==> src/rtl/expr_eval_arbiter.sv <==
// Round-robin sharing of one combinational expression evaluator between NREQ requesters.
// Results travel with their requester id through a fixed-latency pipe into a credit-protected response FIFO.
module expr_eval_arbiter #(
  parameter  int NREQ  = 4,
  parameter  int LAT   = 2,
  parameter  int DEPTH = 4,
  localparam int IDW   = $clog2(NREQ),
  localparam int CW    = $clog2(DEPTH + 1)
) (
  input  logic              clk,
  input  logic              reset,
  input  logic [NREQ-1:0]   req_valid,
  input  logic [NREQ*60-1:0] req_op,
  output logic [NREQ-1:0]   req_ready,
  input  logic [NREQ-1:0]   cfg_mask,
  output logic [59:0]       ev_op,
  output logic              ev_vld,
  input  logic [89:0]       ev_result,
  output logic              rsp_valid,
  input  logic              rsp_ready,
  output logic [IDW-1:0]    rsp_id,
  output logic [89:0]       rsp_data,
  output logic [CW-1:0]     inflight,
  output logic              busy
);

  localparam int AW = $clog2(DEPTH);

  // Valid/ready: a transfer happens on a rising edge where valid and ready are both high;
  // the producer holds its payload until then, ready may depend combinationally on valid.
  logic [NREQ-1:0] elig;
  logic [IDW-1:0]  ptr_q, ptr_d, gnt_id, ev_id_q;
  logic            found, hs;
  int              idx;
  logic [59:0]     ev_op_q, op_sel;
  logic            ev_vld_q;
  logic [CW-1:0]   inflight_q;

  logic            pipe_vld_q  [LAT];
  logic [IDW-1:0]  pipe_id_q   [LAT];
  logic [89:0]     pipe_data_q [LAT];

  logic [IDW+89:0] fifo_mem_q [DEPTH];
  logic [AW-1:0]   fifo_rd_q, fifo_wr_q;
  logic [CW-1:0]   fifo_cnt_q;
  logic            fifo_wr, fifo_rd;

  function automatic logic [AW-1:0] fifo_inc(input logic [AW-1:0] p);
    return (p == AW'(DEPTH - 1)) ? '0 : p + 1'b1;
  endfunction

  assign elig = req_valid & cfg_mask;

  // Grant uses the registered credit count, so a pop in the same cycle does not free a slot yet.
  always_comb begin
    req_ready = '0;
    gnt_id    = '0;
    found     = 1'b0;
    idx       = 0;
    if (!reset && (inflight_q < CW'(DEPTH))) begin
      for (int k = 0; k < NREQ; k++) begin
        idx = (int'(ptr_q) + k) % NREQ;
        if (!found && elig[idx]) begin
          found          = 1'b1;
          req_ready[idx] = 1'b1;
          gnt_id         = IDW'(idx);
        end
      end
    end
  end

  assign hs     = |req_ready;
  assign op_sel = req_op[60*int'(gnt_id) +: 60];
  assign ptr_d  = (gnt_id == IDW'(NREQ - 1)) ? '0 : gnt_id + 1'b1;

  assign fifo_wr = pipe_vld_q[LAT-1];
  assign fifo_rd = rsp_valid & rsp_ready;

  always_ff @(posedge clk) begin
    if (reset) begin
      ptr_q      <= '0;
      ev_op_q    <= '0;
      ev_vld_q   <= 1'b0;
      ev_id_q    <= '0;
      inflight_q <= '0;
      fifo_rd_q  <= '0;
      fifo_wr_q  <= '0;
      fifo_cnt_q <= '0;
      for (int i = 0; i < LAT; i++) begin
        pipe_vld_q[i]  <= 1'b0;
        pipe_id_q[i]   <= '0;
        pipe_data_q[i] <= '0;
      end
    end else begin
      ev_vld_q <= hs;
      if (hs) begin
        ev_op_q <= op_sel;
        ev_id_q <= gnt_id;
        ptr_q   <= ptr_d;
      end
      pipe_vld_q[0]  <= ev_vld_q;
      pipe_id_q[0]   <= ev_id_q;
      pipe_data_q[0] <= ev_result;
      for (int i = 1; i < LAT; i++) begin
        pipe_vld_q[i]  <= pipe_vld_q[i-1];
        pipe_id_q[i]   <= pipe_id_q[i-1];
        pipe_data_q[i] <= pipe_data_q[i-1];
      end
      if (fifo_wr) begin
        fifo_mem_q[fifo_wr_q] <= {pipe_id_q[LAT-1], pipe_data_q[LAT-1]};
        fifo_wr_q             <= fifo_inc(fifo_wr_q);
      end
      if (fifo_rd) fifo_rd_q <= fifo_inc(fifo_rd_q);
      fifo_cnt_q <= fifo_cnt_q + CW'(fifo_wr) - CW'(fifo_rd);
      case ({hs, fifo_rd})
        2'b10:   inflight_q <= inflight_q + 1'b1;
        2'b01:   inflight_q <= inflight_q - 1'b1;
        default: inflight_q <= inflight_q;
      endcase
    end
  end

  assign ev_op                = ev_op_q;
  assign ev_vld               = ev_vld_q;
  assign rsp_valid            = (fifo_cnt_q != '0);
  assign {rsp_id, rsp_data}   = rsp_valid ? fifo_mem_q[fifo_rd_q] : '0;
  assign inflight             = inflight_q;
  assign busy                 = (inflight_q != '0);

endmodule

==> config.mk <==
export PLATFORM = sky130hd
export DESIGN_NAME = expr_eval_arbiter
export DESIGN_NICKNAME = d
export VERILOG_FILES = /design/src/rtl/expr_eval_arbiter.sv
export SDC_FILE = /design/constraint.sdc
export NUM_CORES = 1
export LEC_CHECK = 0
export BUFFER_PORTS_ARGS = -buffer_cell sky130_fd_sc_hd__buf_2
export CAP_MARGIN = 20
export CORE_MARGIN = 1
export CORE_UTILIZATION = 40
export DETAILED_ROUTE_END_ITERATION = 6
export MAX_ROUTING_LAYER = met4
export SLEW_MARGIN = 20
export SYNTH_ARGS = -nofsm -noshare
export SYNTH_HDL_FRONTEND = slang
export SYNTH_SLANG_ARGS = --single-unit
==> constraint.sdc <==
create_clock -name clk -period 6.05 [get_ports clk]
set_clock_uncertainty 0.15 [all_clocks]
set_input_delay 1.21 -clock clk [delete_from_list [all_inputs] [get_ports clk]]
set_output_delay 1.21 -clock clk [all_outputs]
set_load 0.005 [all_outputs]
# --- Word-level counts from Yosys, hierarchy flattened ---
# Memory sizes are Yosys's and may differ from the RTL's. A register that Yosys moved wholly into a read port is not among the register bits.
# Cells that the tools add are included.
classes:
  addsub: 10
  multipliers: 1
  magnitude_cmp: 9
  n_eq_ne: 5
  shift: 1
  mux: 57
  n_bitwise: 14
  reduce_logical: 19
op_table:
  columns: ["op", "count"]
  rows:
  - ["variable part select 240 x 9 -> 60 bit", 1]
  - ["2-to-1 mux 90 bit", 2]
  - ["2-to-1 mux 92 bit", 1]
  - ["2-to-1 mux 4 bit", 8]
  - ["2-to-1 mux 1 bit", 25]
  - ["2-to-1 mux 2 bit", 12]
  - ["< comparator 3 x 4 -> 1 bit (second input constant)", 3]
  - ["bitwise OR 4 bit", 3]
  - ["greater-or-equal comparator 3 x 1 -> 1 bit (second input constant)", 3]
  - ["adder 2 x 1 -> 2 bit (second input constant)", 4]
  - ["binary-select mux 1 bit (select 2 bit)", 4]
  - ["demux 1 bit (select 2 bit)", 4]
  - ["== test 2 bit (second input constant)", 4]
  - ["logical AND 1 bit", 8]
  - ["multiplier 4 x 2 -> 6 bit (first input constant)", 1]
  - ["bitwise OR 1 bit", 6]
  - ["case mux 3 bit (2 select lines)", 1]
  - ["nonzero test 3 bit", 2]
  - ["OR reduction 2 bit", 3]
  - ["adder 2 bit (second input constant)", 2]
  - ["AND 4 bit", 1]
  - ["zero test 1 bit", 4]
  - ["OR reduction 4 bit", 1]
  - ["adder 3 x 1 -> 3 bit", 1]
  - ["other kinds (10)", 12]
totals:
  register_bits: 75
  mem_bits_rw: 554
  inputBits: 341
  out_inout_bits: 162
  wordCells: 128
  memories: 4
memory_table:
  columns: ["memory", "words", "width", "rd", "rd_ports_with_merged_regs", "wr", "line", "text"]
  rows:
  - ["fifo_mem_q", 4, 92, 1, 1, 1, "43", "logic [IDW+89:0] fifo_mem_q [DEPTH];"]
  - ["pipe_data_q", 2, 90, 2, 0, 2, "41", "logic [89:0] pipe_data_q [LAT];"]
  - ["pipe_id_q", 2, 2, 2, 0, 2, "40", "logic [IDW-1:0] pipe_id_q [LAT];"]
  - ["pipe_vld_q", 2, 1, 2, 0, 2, "39", "logic pipe_vld_q [LAT];"]

# --- Logic depth before layout (Yosys ltp) ---
logic_depth:
  depth_word: 20
  depth_mapped: 18
  mapped_depth_nobuf: 15

# --- Worst setup path before layout ---
# No wires, ideal clock.
synth_timing:
  path_kind: "in2reg"
  startpoint: "in reset"
  endpoint: "mem fifo_mem_q[0][0] (netlist name), enable pin"
  arrival_ns: 3.867
  required_time_ns: 5.439
  slack_ns: 1.572
  path_stages: 4
  n_path_buf: 2
  cell_sequence: "clkbuf_1 -> clkbuf_1 -> nor2_1 -> and2_1"
synth_via:
  elab_chain_len: 2
synth_lines:
  columns: ["item", "line", "text"]
  rows:
  - ["from (decl)", "11", "input logic reset,"]
  - ["2-to-1 mux 1 bit", "80", "if (reset) begin"]
  - ["2-to-1 mux 1 bit (implied by the code)", "110", "fifo_mem_q[fifo_wr_q] <= {pipe_id_q[LAT-1], pipe_data_q[LAT-1]};"]
  - ["to (decl)", "43", null]
# Every way passes these cells.

# --- Worst setup path after layout ---
layout_timing:
  startpoint: "reg ptr_q[0]"
  endpoint: "out req_ready[0]"
layout_via:
  elab_chain_len: 16
  word_cells_on_any_way: 63
layout_lines:
  columns: ["item", "line", "text"]
  rows:
  - ["from (decl)", "32", "logic [IDW-1:0] ptr_q, ptr_d, gnt_id, ev_id_q;"]
  - ["from (signal assigned)", "99", "ptr_q <= ptr_d;"]
  - ["adder 2 x 1 -> 2 bit or binary-select mux 1 bit (select 2 bit) (tied branches)", "62, 63", null]
  - ["OR reduction 2 bit (no source line) or 2-to-1 mux 1 bit (tied branches)", null, null]
  - ["AND 1 bit (no source line) or 2-to-1 mux 1 bit (tied branches)", null, null]
  - ["< comparator 3 x 4 -> 1 bit (implied by the code), or another cell as far along", "65", "req_ready[idx] = 1'b1;"]
  - ["logical AND 1 bit (implied by the code) or zero test 1 bit (tied branches)", "65, 63", null]
  - ["2-to-1 mux 1 bit (implied by the code) or logical AND 1 bit (tied branches)", "65, 63", null]
  - ["demux 1 bit (select 2 bit) or 2-to-1 mux 1 bit (tied branches)", "65, 63", null]
  - ["bitwise OR 4 bit (no source line) or 2-to-1 mux 1 bit (tied branches)", null, null]
  - ["2-to-1 mux 4 bit or zero test 1 bit (tied branches)", "63", "if (!found && elig[idx]) begin"]
  - ["2-to-1 mux 4 bit or logical AND 1 bit (tied branches)", "60, 63", null]
  - ["bitwise OR 4 bit (no source line) or 2-to-1 mux 1 bit (tied branches)", null, null]
  - ["2-to-1 mux 4 bit or 2-to-1 mux 1 bit (tied branches)", "63, 60", null]
  - ["2-to-1 mux 4 bit or zero test 1 bit (tied branches)", "60, 63", null]
  - ["bitwise OR 4 bit (no source line) or logical AND 1 bit (tied branches)", null, null]
  - ["2-to-1 mux 4 bit *", "63", null]
  - ["2-to-1 mux 4 bit *", "60", "if (!reset && (inflight_q < CW'(DEPTH))) begin"]
  - ["to (decl)", "14", "output logic [NREQ-1:0] req_ready,"]
# Mark *: on every way between the ends. The rest lies on a longest branch, timed or not. The select of a mux whose other input is x is not followed.

==> summary.txt <==
Power
  – Leak pwr: 12.31 nW
  – Power Dens Cells: 429.1 nW/um2
  – Worst IR Drop VDD: 0.2175 mV

Cells and area
  – Leading cell type in the layout, fill and taps excluded: buf_2
  – Final Non-Filler Cells: 2889
  – Most frequent cells in the layout: buf_2, edfxtp_1, dfxtp_1, nor2b_1, mux2i_1
  – Final instance area: 30240 um2
  – Nets@finish: 2400
  – Area growth syn-to-layout: 22.63%
  – Ratio of cells with drive above 1 in the final layout: 0.3875

Clocking
  – Insertion delay to the later sink of the worst-skew pair: 0.59 ns
  – CTS Buf Count: 70
  – CTS tree: done
  – Hold_buf cts: 0
  – Post-CTS setup buffer count: 0
  – Clk sink count: 631
  – Root Driver: clkbuf_16
  – Clock Path Buffers: 3
  – Post-CTS Resized: 0
  – H-tree depth: 3
  – Clock-pin slew on the worst setup and hold paths: 0.06 ns

Routing
  – Vias per cell: 4.885
  – Routed WL: 57620 um
  – Drt first pass iters: 4
  – Routed Antenna Nets: 0
  – 1st-iter DRT viols: 624
  – # DRC: 0
  – WL per Instance: 19.94 um
  – Via count: 14110

Yosys
  – Syn Nets: 1889
  – Async S/R FF share, synth: 0
  – Cell Area, Synth: 24660 um2
  – Flops & latches, synth: 631
  – Synthesized instance count: 1530
  – Syn_area_per_cell: 16.12 um2
  – Netlist cell types: 48
  – Seq/Total Area, Yosys: 0.6617
  – Main flop type after synthesis: edfxtp_1
  – EDFF count, synth: 368
  – Synth Warn #: 0

GRT
  – Vias in the first global route: 14910
  – Largest net degree at the start of global routing: 171
  – Grt ovf: 0
  – Initial antenna violation count: 9
  – First-pass GRT wire length: 87110 um
  – GRT Total Usage: 0.1888

Flow run
  – Max-cap violations: 0

Min path
  – HP Class: register to register
  – Worst Hold Path Cells: 1

Setup path
  – Max FO, Critical Path: 16
  – Reg2Reg Depth: 14
  – Crit path required time: 4.69 ns
  – Critical Path Start Type: register
  – Critical Path Sink: req_ready[0]
  – CP arrival: 3.54 ns
  – Worst R2R End: inflight[2]
  – Worst r2r src: ptr_q[0]
  – Worst setup path startpoint: ptr_q[0]
  – Reg2reg setup slack: 1.17 ns
  – Crit path kind: register to primary output
  – CP endpoint kind: primary output

Placed design
  – Placed instance count: 2751
  – Post-DP Area: 27840 um2
  – Routability Congestion: 0.9033
  – DP HPWL: 37880 um
  – # port buffers: 502

Timing
  – Relative slew slack: 0.3097
  – Final Hold Slack: 0.2694 ns
  – RSZ-0062 raised after global routing: false
  – Slew @ Worst Pin: 1.036 ns
  – Post-Route Setup TNS: 0 ns
  – Final Hold Vio Count: 0
  – Period minus WS final: 4.900 ns
  – # setup viols final: 0
  – Period utilisation layout: 0.8100
  – Fin. max-slew vios: 0
  – FMAX: 0.2041 GHz

Floorplan
  – FP Rows: 90
  – Die Y: 250.3 um
  – Core area: 60580 um2
  – Starting density of the core: 0.4070
  – Die X: 250.3 um
  – Die area: 62640 um2
  – I/O Pins: 503

Outcome
  – Status: finished, final reports clean
synthesized netlist by cell type, types with 2 or more instances:
master | instances | share of area
edfxtp_1 | 368 | 0.45
dfxtp_1 | 263 | 0.21
nor2b_1 | 186 | 0.047
mux2i_1 | 185 | 0.075
and2_1 | 97 | 0.025
mux4_2 | 97 | 0.089
nand2b_1 | 62 | 0.016
mux2_2 | 60 | 0.027
clkbuf_1 | 48 | 0.0073
ha_1 | 16 | 0.0081
inv_1 | 15 | 0.0023
buf_1 | 12 | 0.0018
nand2_1 | 12 | 0.0018
nor2_1 | 11 | 0.0017
a31oi_1 | 9 | 0.0023
buf_12 | 9 | 0.0073
buf_2 | 8 | 0.0016
buf_6 | 8 | 0.0037
nor3_1 | 7 | 0.0014
o21ai_0 | 7 | 0.0014
a21oi_1 | 6 | 0.0012
bufbuf_8 | 4 | 0.0030
nand3_1 | 4 | 0.00081
or3_1 | 4 | 0.0010
xor2_1 | 3 | 0.0011
and2_4 | 2 | 0.00071
fa_1 | 2 | 0.0016
inv_2 | 2 | 0.00030
nor4_1 | 2 | 0.00051
o2111ai_1 | 2 | 0.00071
xnor2_1 | 2 | 0.00071
critical path: stages, from the launching register on:
cell and delay [ns]:
dfxtp_1 0.69, inv_1 0.36, ha_1 0.58, mux4_2 0.63, nand2_1 0.10, a31oi_1 0.08, a31oi_1 0.27, inv_1 0.08
buf_2 0.15
area by class of cell:
cell class,instances,area [um2]
Fill cell,5189,30340
Sequential cell,631,16320
Clock buffer,94,1986
Timing Repair Buffer,529,2774
Clock inverter,35,395.4
Inverter,18,81.33
Antenna cell,9,22.52
Multi-Input combinational cell,791,7679
Tap cell,782,978.4
metrics by stage:
step / power (mW) / setup slack, ns / utilization
2_1_floorplan: 7.707 / 1.572 / -
3_3_place_gp: 8.820 / 1.325 / 0.4595
3_5_place_dp: 8.861 / 1.204 / 0.4595
4_1_cts: 13.19 / 1.102 / 0.4988
5_1_grt: 13.62 / 0.7993 / 0.4991
6_report: 12.98 / 1.150 / 0.4991
per-layer routing:
layer  vias to the layer above  GRT usage  wire (um)
met1                      6989     0.2277      24290
met5                         -          -          0
met3                        75    0.04396       3474
met4                         0    0.06100       1392
li1                       6622          -          -
met2                       426     0.3126      28460
flip-flops by register name, summed over array words and instances (netlist names), named ones only:
name,flops
pipe_id_q,4
fifo_cnt_q,3
fifo_wr_q,2
ev_op,60
ptr_q,2
pipe_vld_q,2
ev_id_q,2
fifo_rd_q,2
fifo_mem_q,368
inflight,3
ev_vld,1
pipe_data_q,180
cell families (layout without fill, tap and decap cells):
logic type / count (synthesis) / count (layout) / synth area share
AOI/OAI and AO/OA: 33 / 33 / 0.009234
xor gates and xnor gates: 5 / 5 / 0.001776
adders and majority gates: 18 / 18 / 0.009742
buffers and inverters: 108 / 676 / 0.02836
DFF: 631 / 631 / 0.6617
muxes: 343 / 343 / 0.1922
other: 0 / 9 / 0
and+or+nand+nor: 392 / 392 / 0.09707
power breakdown:
part	switching [mW]	total (mW)	leakage [nW]	internal (mW)
clock	1.70	4.29	1.15	2.59
sequential	0.268	5.15	5.51	4.88
combinational	1.73	3.54	5.65	1.82
total	3.69	13.0	12.3	9.28
worst min-delay path by stage:
stage	startpoint	endpoint	slack, ns
floorplan	ev_id_q[1]	pipe_id_q[0][1]	0.26
global placement	pipe_data_q[0][25]	pipe_data_q[0][115]	0.27
detailed placement	pipe_data_q[0][88]	pipe_data_q[0][178]	0.27
CTS	pipe_data_q[0][89]	pipe_data_q[0][179]	0.27
global route	pipe_data_q[0][29]	pipe_data_q[0][119]	0.29
finish	pipe_data_q[0][29]	pipe_data_q[0][119]	0.27
Power figures use the tool's default switching activity.
